**src/rtl/video_capture.sv**
```systemverilog
// video_capture: grabs one 2:1-decimated video frame into a capture RAM and
// continuously measures the active width/height of the incoming pixel stream.
module video_capture #(
  parameter int CAP_W  = 320,
  parameter int CAP_H  = 240,
  parameter int ADDR_W = 17
) (
  input  logic              clk,
  input  logic              reset_n,
  input  logic              cap_start,
  output logic              cap_busy,
  output logic              cap_done,
  output logic              cap_overflow,
  input  logic [3:0]        video_r,
  input  logic [3:0]        video_g,
  input  logic [3:0]        video_b,
  input  logic              video_de,
  input  logic              video_hsync,
  input  logic              video_vsync,
  input  logic              video_newframe,
  output logic [ADDR_W-1:0] wr_addr,
  output logic [11:0]       wr_data,
  output logic              wr_en,
  output logic [9:0]        meas_width,
  output logic [9:0]        meas_height,
  output logic              meas_valid
);
  localparam logic [ADDR_W:0] CAP_N = (ADDR_W+1)'(CAP_W * CAP_H);
  typedef enum logic [1:0] {IDLE, WAIT_FRAME, CAPTURE, DONE} state_t;
  state_t state_q, state_d;
  logic de_q, rise, fall, sel, unused_sync;
  logic [9:0] px_cnt_q, px_cnt_d, px_base, line_cnt_q, line_cnt_d, line_cur, line_w_q;
  logic [9:0] meas_width_q, meas_height_q;
  logic meas_valid_q, ovf_q, ovf_d, wr_en_q, wr_en_d;
  logic [ADDR_W:0] addr_q, addr_d;
  logic [ADDR_W-1:0] wr_addr_q;
  logic [11:0] wr_data_q;
  assign unused_sync = video_hsync ^ video_vsync;
  assign rise = video_de & ~de_q;
  assign fall = ~video_de & de_q;
  // px_base/line_cur are the counts a pixel is judged by: pixel count before
  // this cycle's increment, line count after it
  assign px_base = rise ? 10'd0 : px_cnt_q;
  assign line_cur = (rise && !(&line_cnt_q)) ? line_cnt_q + 10'd1 : line_cnt_q;
  assign px_cnt_d = !video_de ? px_cnt_q : (&px_base) ? px_base : px_base + 10'd1;
  assign line_cnt_d = video_newframe ? 10'd0 : line_cur;
  assign sel = video_de & ~px_base[0] & line_cur[0];
  always_comb begin
    state_d = state_q;
    addr_d = addr_q;
    ovf_d = ovf_q;
    wr_en_d = 1'b0;
    case (state_q)
      IDLE: if (cap_start) begin
        state_d = WAIT_FRAME;
        ovf_d = 1'b0;
        addr_d = '0;
      end
      WAIT_FRAME: if (video_newframe) state_d = CAPTURE;
      CAPTURE: if (video_newframe) state_d = DONE;
        else if (sel && addr_q < CAP_N) begin
          wr_en_d = 1'b1;
          addr_d = addr_q + (ADDR_W+1)'(1);
        end else if (sel) ovf_d = 1'b1;
      default: state_d = IDLE;
    endcase
  end
  always_ff @(posedge clk or negedge reset_n) begin
    if (!reset_n) begin
      state_q <= IDLE;
      de_q <= 1'b0;
      px_cnt_q <= '0;
      line_cnt_q <= '0;
      line_w_q <= '0;
      meas_width_q <= '0;
      meas_height_q <= '0;
      meas_valid_q <= 1'b0;
      addr_q <= '0;
      ovf_q <= 1'b0;
      wr_en_q <= 1'b0;
      wr_addr_q <= '0;
      wr_data_q <= '0;
    end else begin
      state_q <= state_d;
      de_q <= video_de;
      px_cnt_q <= px_cnt_d;
      line_cnt_q <= line_cnt_d;
      if (fall) line_w_q <= px_cnt_q;
      if (video_newframe) begin
        meas_width_q <= line_w_q;
        meas_height_q <= line_cnt_q;
        meas_valid_q <= line_cnt_q != 10'd0;
      end
      addr_q <= addr_d;
      ovf_q <= ovf_d;
      wr_en_q <= wr_en_d;
      if (wr_en_d) begin
        wr_addr_q <= addr_q[ADDR_W-1:0];
        wr_data_q <= {video_r, video_g, video_b};
      end
    end
  end
  assign cap_busy = state_q != IDLE;
  assign cap_done = state_q == DONE;
  assign cap_overflow = ovf_q;
  assign wr_en = wr_en_q;
  assign wr_addr = wr_addr_q;
  assign wr_data = wr_data_q;
  assign meas_width = meas_width_q;
  assign meas_height = meas_height_q;
  assign meas_valid = meas_valid_q;
endmodule

```
**config.mk**
```make
export PLATFORM = sky130hd
export DESIGN_NAME = video_capture
export DESIGN_NICKNAME = d
export VERILOG_FILES = /design/src/rtl/video_capture.sv
export SDC_FILE = /design/constraint.sdc
export NUM_CORES = 1
export LEC_CHECK = 0
export ABC_AREA = 1
export CELL_PAD_IN_SITES_DETAIL_PLACEMENT = 0
export CELL_PAD_IN_SITES_GLOBAL_PLACEMENT = 1
export CORE_MARGIN = 5
export CORE_UTILIZATION = 40
export DETAILED_ROUTE_END_ITERATION = 6
export PLACE_DENSITY_LB_ADDON = 0.1
export SLEW_MARGIN = 15
export SYNTH_ARGS = -nofsm -noshare
export SYNTH_HDL_FRONTEND = slang
export SYNTH_SLANG_ARGS = --single-unit
export TNS_END_PERCENT = 5
```
**constraint.sdc**
```tcl
create_clock -name clk -period 2.21 [get_ports clk]
set_clock_uncertainty 0.1 [all_clocks]
set_input_delay 0.221 -clock clk [delete_from_list [all_inputs] [get_ports clk]]
set_output_delay 0.221 -clock clk [all_outputs]
set_load 0.005 [all_outputs]
```
==> results of run 1 <==
-- final timing paths --
path | startpoint | end | cells after the start
max | de_q | px_cnt_q[1] | 12
min | reset_n | wr_data[7] | 2
max reg2reg | de_q | px_cnt_q[1] | 12
min reg2reg | meas_height[8] | meas_height[8] | 2
max in group asynchronous | reset_n | meas_height[1] | 3
min in group clk | video_b[1] | wr_data[1] | 3
-- layout make-up --
type | count | area share
Tap cell | 168 | 0.0331
Sequential cell | 103 | 0.406
Clock inverter | 5 | 0.0130
Timing Repair Buffer | 101 | 0.153
Inverter | 49 | 0.0290
Multi-Input combinational cell | 432 | 0.330
Clock buffer | 10 | 0.0361
-- Yosys cell counts --
library cell	count	area share
nand3_1	35	0.035
clkbuf_1	12	0.0091
nor2_2	2	0.0025
nor2_4	1	0.0023
nor4_1	3	0.0038
a31oi_1	1	0.0013
inv_1	47	0.036
nand2_2	13	0.016
ha_1	8	0.020
nor3b_1	2	0.0030
nand4_2	1	0.0025
clkinv_1	1	0.00075
nand4_1	9	0.011
a21oi_1	11	0.011
buf_4	2	0.0030
dfrtp_1	103	0.52
nor3_1	13	0.013
inv_2	1	0.00075
nor4_2	1	0.0025
nand3b_1	1	0.0015
xnor2_1	2	0.0035
buf_2	3	0.0030
o21ai_0	39	0.039
nor2_1	56	0.042
xor2_1	15	0.026
buf_6	3	0.0068
mux2_2	2	0.0045
nand3_4	1	0.0035
nand2_4	4	0.0091
nand2_8	2	0.0081
nand2_1	210	0.16
-- cell usage in the layout, fill, tap and decap left out, drive strengths merged --
| cell type | count |
|---|---|
| nor3 | 13 |
| nor2 | 59 |
| inv | 49 |
| clkbuf | 10 |
| a21oi | 11 |
| o21ai | 39 |
| nand3b | 1 |
| nor3b | 2 |
| nand3 | 36 |
| nor4 | 4 |
| nand4 | 10 |
| a31oi | 1 |
| mux2 | 2 |
| nand2 | 229 |
| buf | 31 |
| clkdlybuf4s50 | 69 |
| dfrtp | 103 |
| xnor2 | 2 |
| dlygate4sd3 | 1 |
| xor2 | 15 |
| bufinv | 2 |
| ha | 8 |
| clkinv | 3 |
-- worst max-delay path, cell delays in order (launching register included) --
cell,delay (ns)
dfrtp_1,0.36
inv_1,0.10
nand2_8,0.08
inv_2,0.04
nor2_1,0.13
ha_1,0.20
nand4_1,0.14
nor4_2,0.22
nand2_1,0.11
nand2_1,0.22
nand2_1,0.08
nand2_1,0.07
nand2_1,0.04
-- metrics by stage --
step	instance area, um^2	hold slack [ns]	setup TNS [ns]	utilization	total power [mW]
CTS	6350	0.232	0	0.524	5.62
global route	6350	0.267	0	0.524	5.90
floorplan	4970	-0.175	0	-	3.17
detailed placement	6030	0.0620	-2.06	0.498	3.89
global placement	6030	0.0623	-0.813	0.498	3.86
finish	6350	0.232	0	0.524	5.53
-- flip-flops by register name (all words and copies together), names as in the netlist, 2 cells and up --
signal,cells
wr_addr,17
line_cnt_q,10
line_w_q,10
px_cnt_q,10
meas_width,10
wr_data,12
addr_q,18
meas_height,10
state_q,2
-- metal layers --
layer | part of all wire | vias up | GRT usage | wire, um
met5 | 0 | - | 0 | 0
met4 | 0.017 | 0 | 0.0630 | 194
met2 | 0.48 | 57 | 0.280 | 5660
met3 | 0.034 | 11 | 0.0308 | 396
li1 | - | 2085 | - | -
met1 | 0.47 | 1963 | 0.221 | 5450
-- cells by family (layout without fill, tap and decap cells) --
group	count (synthesis)	count (layout)	synth area share
AND/OR/NAND/NOR	354	354	0.316
flip-flops	103	103	0.519
buffers and inverters	69	165	0.0589
AO/OA/AOI/OAI	51	51	0.0516
XOR/XNOR	17	17	0.0300
adder cells (fa/ha/maj)	8	8	0.0202
multiplexers	2	2	0.00453
-- repair_timing --
action / CTS / global route
hold endpoints to repair: 24 / 0
gates resized for setup: 0 / 0
hold buffers: 1 / 0
-- report_power, final --
group	total (mW)	leakage, nW	internal [mW]	switching [mW]
sequential	2.34	1.38	2.16	0.177
combinational	1.50	1.50	0.681	0.815
clock	1.70	0.153	0.992	0.708
==> flow_results.xml, run 1 <==
<?xml version="1.0" encoding="UTF-8"?>
<metrics>
  <group name="timing">
    <metric name="max_freq" unit="MHz">500</metric>
    <metric name="grt_setup_unrepaired" unit="">false</metric>
    <metric name="number_of_max_slew_violations_in_the_final_report" unit="">0</metric>
    <metric name="final_period_minus_worst_setup_slack" unit="ns">2.00</metric>
    <metric name="final_critical_path_setup_slack" unit="ns">0.209</metric>
    <metric name="worst-slew-pin-transition" unit="ns">0.551</metric>
    <metric name="relSlewSlack" unit="">0.632</metric>
    <metric name="final_hold_viol_count" unit="">0</metric>
    <metric name="final_count_of_negative_setup_slack_endpoints" unit="">0</metric>
    <metric name="fin_crit_sh" unit="">0.905</metric>
  </group>
  <group name="finish">
    <metric name="drive_above_1_share" unit="">0.104</metric>
    <metric name="finish.cell_count_without_fillers" unit="">868</metric>
    <metric name="regArea" unit="mm^2">0.00258</metric>
    <metric name="num_antenna_cells" unit="">0</metric>
    <metric name="final_nets" unit="">723</metric>
    <metric name="area_growth" unit="%">27.9</metric>
    <metric name="fillerInstances" unit="">1177</metric>
    <metric name="multi_input_comb_area" unit="mm^2">0.00210</metric>
  </group>
  <group name="clocking">
    <metric name="clock_slew_seen_by_the_registers_of_the_worst_setup_and_hold_paths" unit="ns">0.07</metric>
    <metric name="clock_path_buffers" unit="">2</metric>
    <metric name="cts_tree" unit="">done</metric>
    <metric name="number_of_cts_inserted_buffers" unit="">9</metric>
    <metric name="cts_sinks" unit="">103</metric>
    <metric name="ctsRootBufferMaster" unit="">clkbuf_16</metric>
    <metric name="worst_skew_pair.late_latency" unit="ns">0.35</metric>
    <metric name="h-tree-depth" unit="">3</metric>
    <metric name="cts_post_setup_buffers_inserted" unit="">0</metric>
  </group>
  <group name="grt">
    <metric name="grtUsageTotal" unit="">0.169</metric>
    <metric name="grt_pass1_wl" unit="um">20000</metric>
    <metric name="grt_pass1_vias" unit="">4092</metric>
    <metric name="globalRouteOverflowTotal" unit="">0</metric>
    <metric name="grt_max_degree" unit="">50</metric>
    <metric name="antenna_violations_before_repair" unit="">0</metric>
  </group>
  <group name="synthesis">
    <metric name="ys_types" unit="">31</metric>
    <metric name="synth.net_count" unit="">631</metric>
    <metric name="synth_warnings" unit="">0</metric>
    <metric name="ys_seq_area_frac" unit="">0.519</metric>
    <metric name="netlist_instances" unit="">604</metric>
    <metric name="post_synth.cell_area_avg" unit="um^2">8.22</metric>
    <metric name="netlist_area" unit="mm^2">0.00497</metric>
    <metric name="postSynthRegisterBits" unit="">103</metric>
  </group>
  <group name="placed_design">
    <metric name="gp_routability_congestion" unit="">0.894</metric>
    <metric name="dp.final_hpwl" unit="um">8330</metric>
    <metric name="numPortBuffers" unit="">70</metric>
    <metric name="post-place-cells" unit="">852</metric>
    <metric name="preCtsSetupSlack" unit="ns">-0.134</metric>
  </group>
  <group name="power_and_ir_drop">
    <metric name="power_per_cell_area" unit="mW/mm^2">871</metric>
    <metric name="peakVddDrop" unit="uV">340</metric>
    <metric name="leakage" unit="nW">3.03</metric>
  </group>
  <group name="route">
    <metric name="vias_per_cell" unit="">4.74</metric>
    <metric name="final_antenna_net_count" unit="">0</metric>
    <metric name="postRouteWirelength" unit="um">11700</metric>
    <metric name="per_cell_routed_wire_length" unit="um">13.5</metric>
    <metric name="detail_route.drc_violations" unit="">0</metric>
    <metric name="first_pass_iters" unit="">4</metric>
    <metric name="drtIter0Drc" unit="">180</metric>
    <metric name="via_count" unit="">4116</metric>
  </group>
  <group name="floorplan">
    <metric name="start_util" unit="">0.410</metric>
    <metric name="io-pin-count" unit="">73</metric>
    <metric name="floorplan.rows" unit="">40</metric>
    <metric name="fp.dieW" unit="um">121</metric>
    <metric name="die_area" unit="mm^2">0.0147</metric>
    <metric name="design.core.area" unit="mm^2">0.0121</metric>
    <metric name="die_h" unit="um">121</metric>
  </group>
  <group name="worst_setup_path">
    <metric name="cp_max_fo" unit="">5</metric>
    <metric name="r2r_setup_slack" unit="ns">0.21</metric>
    <metric name="crit_path_start_kind" unit="">register</metric>
    <metric name="worstPathRequired" unit="ns">2.35</metric>
    <metric name="critical_path_arrival" unit="ns">2.14</metric>
    <metric name="setup.worst_path.class" unit="">reg2reg</metric>
    <metric name="endpoint_kind" unit="">register</metric>
  </group>
  <group name="status">
    <metric name="outcome" unit="">completed</metric>
  </group>
  <group name="min_path">
    <metric name="timing.hold.worst.class" unit="">in2async</metric>
  </group>
  <group name="flow_run">
    <metric name="cap_viol_max_count" unit="">0</metric>
  </group>
</metrics>
No activity file was read; power rests on OpenSTA's default activity.
==> run 2: changes to the inputs <==
Settings changed: CTS_CLUSTER_SIZE set to 20.
==> results of run 2 <==
Final layout, timing and power as in run 1 (identical DEF).
==> run 3: changes to the inputs <==
Settings changed: GPL_TIMING_DRIVEN set to 0.
==> run 3 against run 2 <==
Register-to-register slack got worse by 0.06 ns; first-iteration DRC count fell by 4.4%; sequential power barely moved; routed wire length increased by 0.58%; clock power fell by 12%; utilization shrank 0.97 points; non-clock buffer count down 7; die area did not move; global-route usage is essentially flat; critical path depth is 3 lower; total power down 4.0%; sequential cell count is the same.
==> flow_results.xml, run 3 (same netlist as run 1, synthesis figures left out) <==
<?xml version="1.0" encoding="UTF-8"?>
<metrics>
  <group name="worst_setup_path">
    <metric name="r2r_setup_slack" unit="ns">0.15</metric>
    <metric name="endpoint_kind" unit="">register</metric>
    <metric name="reg_to_reg_critical_path_startpoint" unit="">state_q[0]</metric>
    <metric name="critical_path_arrival" unit="ns">2.25</metric>
    <metric name="worst-path-buf-inv" unit="">3</metric>
    <metric name="path_delay_family" unit="">simple AND/OR/NAND/NOR gates</metric>
    <metric name="setup.worst_path.class" unit="">reg2reg</metric>
    <metric name="worst_reg_to_reg_path_cell_count" unit="">9</metric>
    <metric name="critPathMostFrequentCell" unit="">nand2_1</metric>
    <metric name="cp_max_fo" unit="">10</metric>
    <metric name="crit_path_start_kind" unit="">register</metric>
    <metric name="slowest_stage" unit="">dfrtp_1</metric>
    <metric name="path_cells" unit="">inv_1, ha_1, clkinv_1, nand2_1, nand2_8, nand2_4, buf_6, nand2_2, nand2_1</metric>
    <metric name="worstReg2RegEnd" unit="">addr_q[14]</metric>
    <metric name="slowest_delay" unit="ns">0.41</metric>
    <metric name="worstPathRequired" unit="ns">2.40</metric>
  </group>
  <group name="finish">
    <metric name="finish.cell_count_without_fillers" unit="">861</metric>
    <metric name="drive_above_1_share" unit="">0.0909</metric>
    <metric name="area_growth" unit="%">25.5</metric>
    <metric name="final_nets" unit="">716</metric>
    <metric name="regArea" unit="mm^2">0.00258</metric>
    <metric name="multi_input_comb_area" unit="mm^2">0.00212</metric>
    <metric name="final_common_cell" unit="">nand2_1</metric>
    <metric name="fin_area" unit="mm^2">0.00623</metric>
    <metric name="regMostFlops" unit="">addr_q</metric>
    <metric name="finalCoreUtilization" unit="">0.515</metric>
    <metric name="largest_reg_flops" unit="">18</metric>
    <metric name="fillerInstances" unit="">1223</metric>
    <metric name="num_antenna_cells" unit="">0</metric>
    <metric name="final_cell_mix" unit="">208 x nand2_1, 102 x dfrtp_1, 68 x clkdlybuf4s50_1, 55 x nor2_1, 47 x inv_1</metric>
  </group>
  <group name="timing">
    <metric name="max_freq" unit="MHz">486</metric>
    <metric name="worst-slew-pin-transition" unit="ns">0.578</metric>
    <metric name="grt_setup_unrepaired" unit="">true</metric>
    <metric name="final_critical_path_setup_slack" unit="ns">0.151</metric>
    <metric name="relSlewSlack" unit="">0.612</metric>
    <metric name="final_hold_viol_count" unit="">0</metric>
    <metric name="final_period_minus_worst_setup_slack" unit="ns">2.06</metric>
    <metric name="final_count_of_negative_setup_slack_endpoints" unit="">0</metric>
    <metric name="fin_crit_sh" unit="">0.932</metric>
    <metric name="number_of_max_slew_violations_in_the_final_report" unit="">0</metric>
    <metric name="fin_tns_setup" unit="ns">0</metric>
    <metric name="hold_ws" unit="ns">0.205</metric>
  </group>
  <group name="min_path">
    <metric name="timing.hold.worst.class" unit="">in2reg</metric>
    <metric name="holdCritStartpoint" unit="">video_newframe</metric>
    <metric name="min_delay_path_depth" unit="">3</metric>
    <metric name="hold_end" unit="">meas_width[9]</metric>
  </group>
  <group name="placed_design">
    <metric name="dp.final_hpwl" unit="um">8580</metric>
    <metric name="post-place-cells" unit="">842</metric>
    <metric name="numPortBuffers" unit="">69</metric>
    <metric name="preCtsSetupSlack" unit="ns">-0.522</metric>
    <metric name="gp_routability_congestion" unit="">0.845</metric>
    <metric name="place_area" unit="mm^2">0.00590</metric>
  </group>
  <group name="floorplan">
    <metric name="die_area" unit="mm^2">0.0147</metric>
    <metric name="io-pin-count" unit="">73</metric>
    <metric name="die_h" unit="um">121</metric>
    <metric name="floorplan.rows" unit="">40</metric>
    <metric name="start_util" unit="">0.410</metric>
    <metric name="design.core.area" unit="mm^2">0.0121</metric>
    <metric name="fp.dieW" unit="um">121</metric>
  </group>
  <group name="clocking">
    <metric name="cts_tree" unit="">done</metric>
    <metric name="number_of_cts_inserted_buffers" unit="">9</metric>
    <metric name="ctsRootBufferMaster" unit="">clkbuf_16</metric>
    <metric name="clock_slew_seen_by_the_registers_of_the_worst_setup_and_hold_paths" unit="ns">0.07</metric>
    <metric name="cts_sinks" unit="">103</metric>
    <metric name="clock_path_buffers" unit="">2</metric>
    <metric name="worst_skew_pair.late_latency" unit="ns">0.35</metric>
    <metric name="h-tree-depth" unit="">3</metric>
  </group>
  <group name="flow_run">
    <metric name="cap_viol_max_count" unit="">0</metric>
  </group>
  <group name="grt">
    <metric name="antenna_violations_before_repair" unit="">0</metric>
    <metric name="grt_pass1_vias" unit="">4085</metric>
    <metric name="groute.layer.met3.usage" unit="">0.0326</metric>
    <metric name="grt.busiest_layer" unit="">met2</metric>
    <metric name="global_route_track_usage_on_met1" unit="">0.213</metric>
    <metric name="grt_max_degree" unit="">71</metric>
    <metric name="global_route.usage.met2" unit="">0.289</metric>
    <metric name="globalRouteOverflowTotal" unit="">0</metric>
    <metric name="grt_pass1_wl" unit="um">20000</metric>
    <metric name="grtUsageTotal" unit="">0.169</metric>
  </group>
  <group name="route">
    <metric name="per_cell_routed_wire_length" unit="um">13.7</metric>
    <metric name="vias_per_cell" unit="">4.82</metric>
    <metric name="drtIter0Drc" unit="">172</metric>
    <metric name="detail_route.drc_violations" unit="">0</metric>
    <metric name="first_pass_iters" unit="">4</metric>
    <metric name="postRouteWirelength" unit="um">11800</metric>
    <metric name="final_antenna_net_count" unit="">0</metric>
    <metric name="via_count" unit="">4154</metric>
  </group>
  <group name="power_and_ir_drop">
    <metric name="finalPower" unit="mW">5.31</metric>
    <metric name="leakage" unit="nW">2.93</metric>
    <metric name="power_per_cell_area" unit="mW/mm^2">852</metric>
    <metric name="peakVddDrop" unit="uV">322</metric>
  </group>
  <group name="status">
    <metric name="outcome" unit="">completed</metric>
  </group>
</metrics>
[run 3: cell types whose count changed in the layout (fill, tap and decap cells not counted), sizes merged]
cell           before  now
clkbuf             10   22
clkdlybuf4s50      69   68
buf                31   13
clkinvlp            0    2
bufinv              2    0
[run 3: area by class of cell]
cell class	instances	area share
flip-flops and latches	103	0.414
multi-input cells	432	0.341
repair buffers	74	0.121
clock buffers	10	0.0383
well taps	168	0.0337
inverters	49	0.0299
plain buffers	20	0.0175
clock inverters	5	0.00542
[run 3: per-layer routing]
layer	vias to the layer above	wire, um	part of all wire
li1	2075	-	-
met1	1988	5250	0.45
met2	80	5820	0.49
met3	11	515	0.044
met4	0	185	0.016
met5	-	0	0
[run 3: worst max path at each step]
stage	depth (start not counted)	to	startpoint
floorplan	12	px_cnt_q[1]	de_q
global placement	1	px_cnt_q[6]	reset_n
detailed placement	13	px_cnt_q[1]	video_de
CTS	12	px_cnt_q[4]	de_q
global route	10	wr_addr[14]	line_cnt_q[0]
finish	9	addr_q[14]	state_q[0]
[run 3: repair_timing]
action	in CTS	in global routing
buffers inserted	2	1
setup endpoints to repair	5	51
hold buffers	1	0
pin swaps	2	3
hold endpoints to repair	33	0
gates resized for setup	2	7
[run 3: power by group]
group	switching (mW)	internal [mW]
Combinational	0.837	0.646
Sequential	0.181	2.16
Clock	0.699	0.788
[run 3: worst min-delay path, stage by stage]
cell	delay [ns]
clkbuf_1	0.23
nand2_1	0.12
nand2_1	0.05
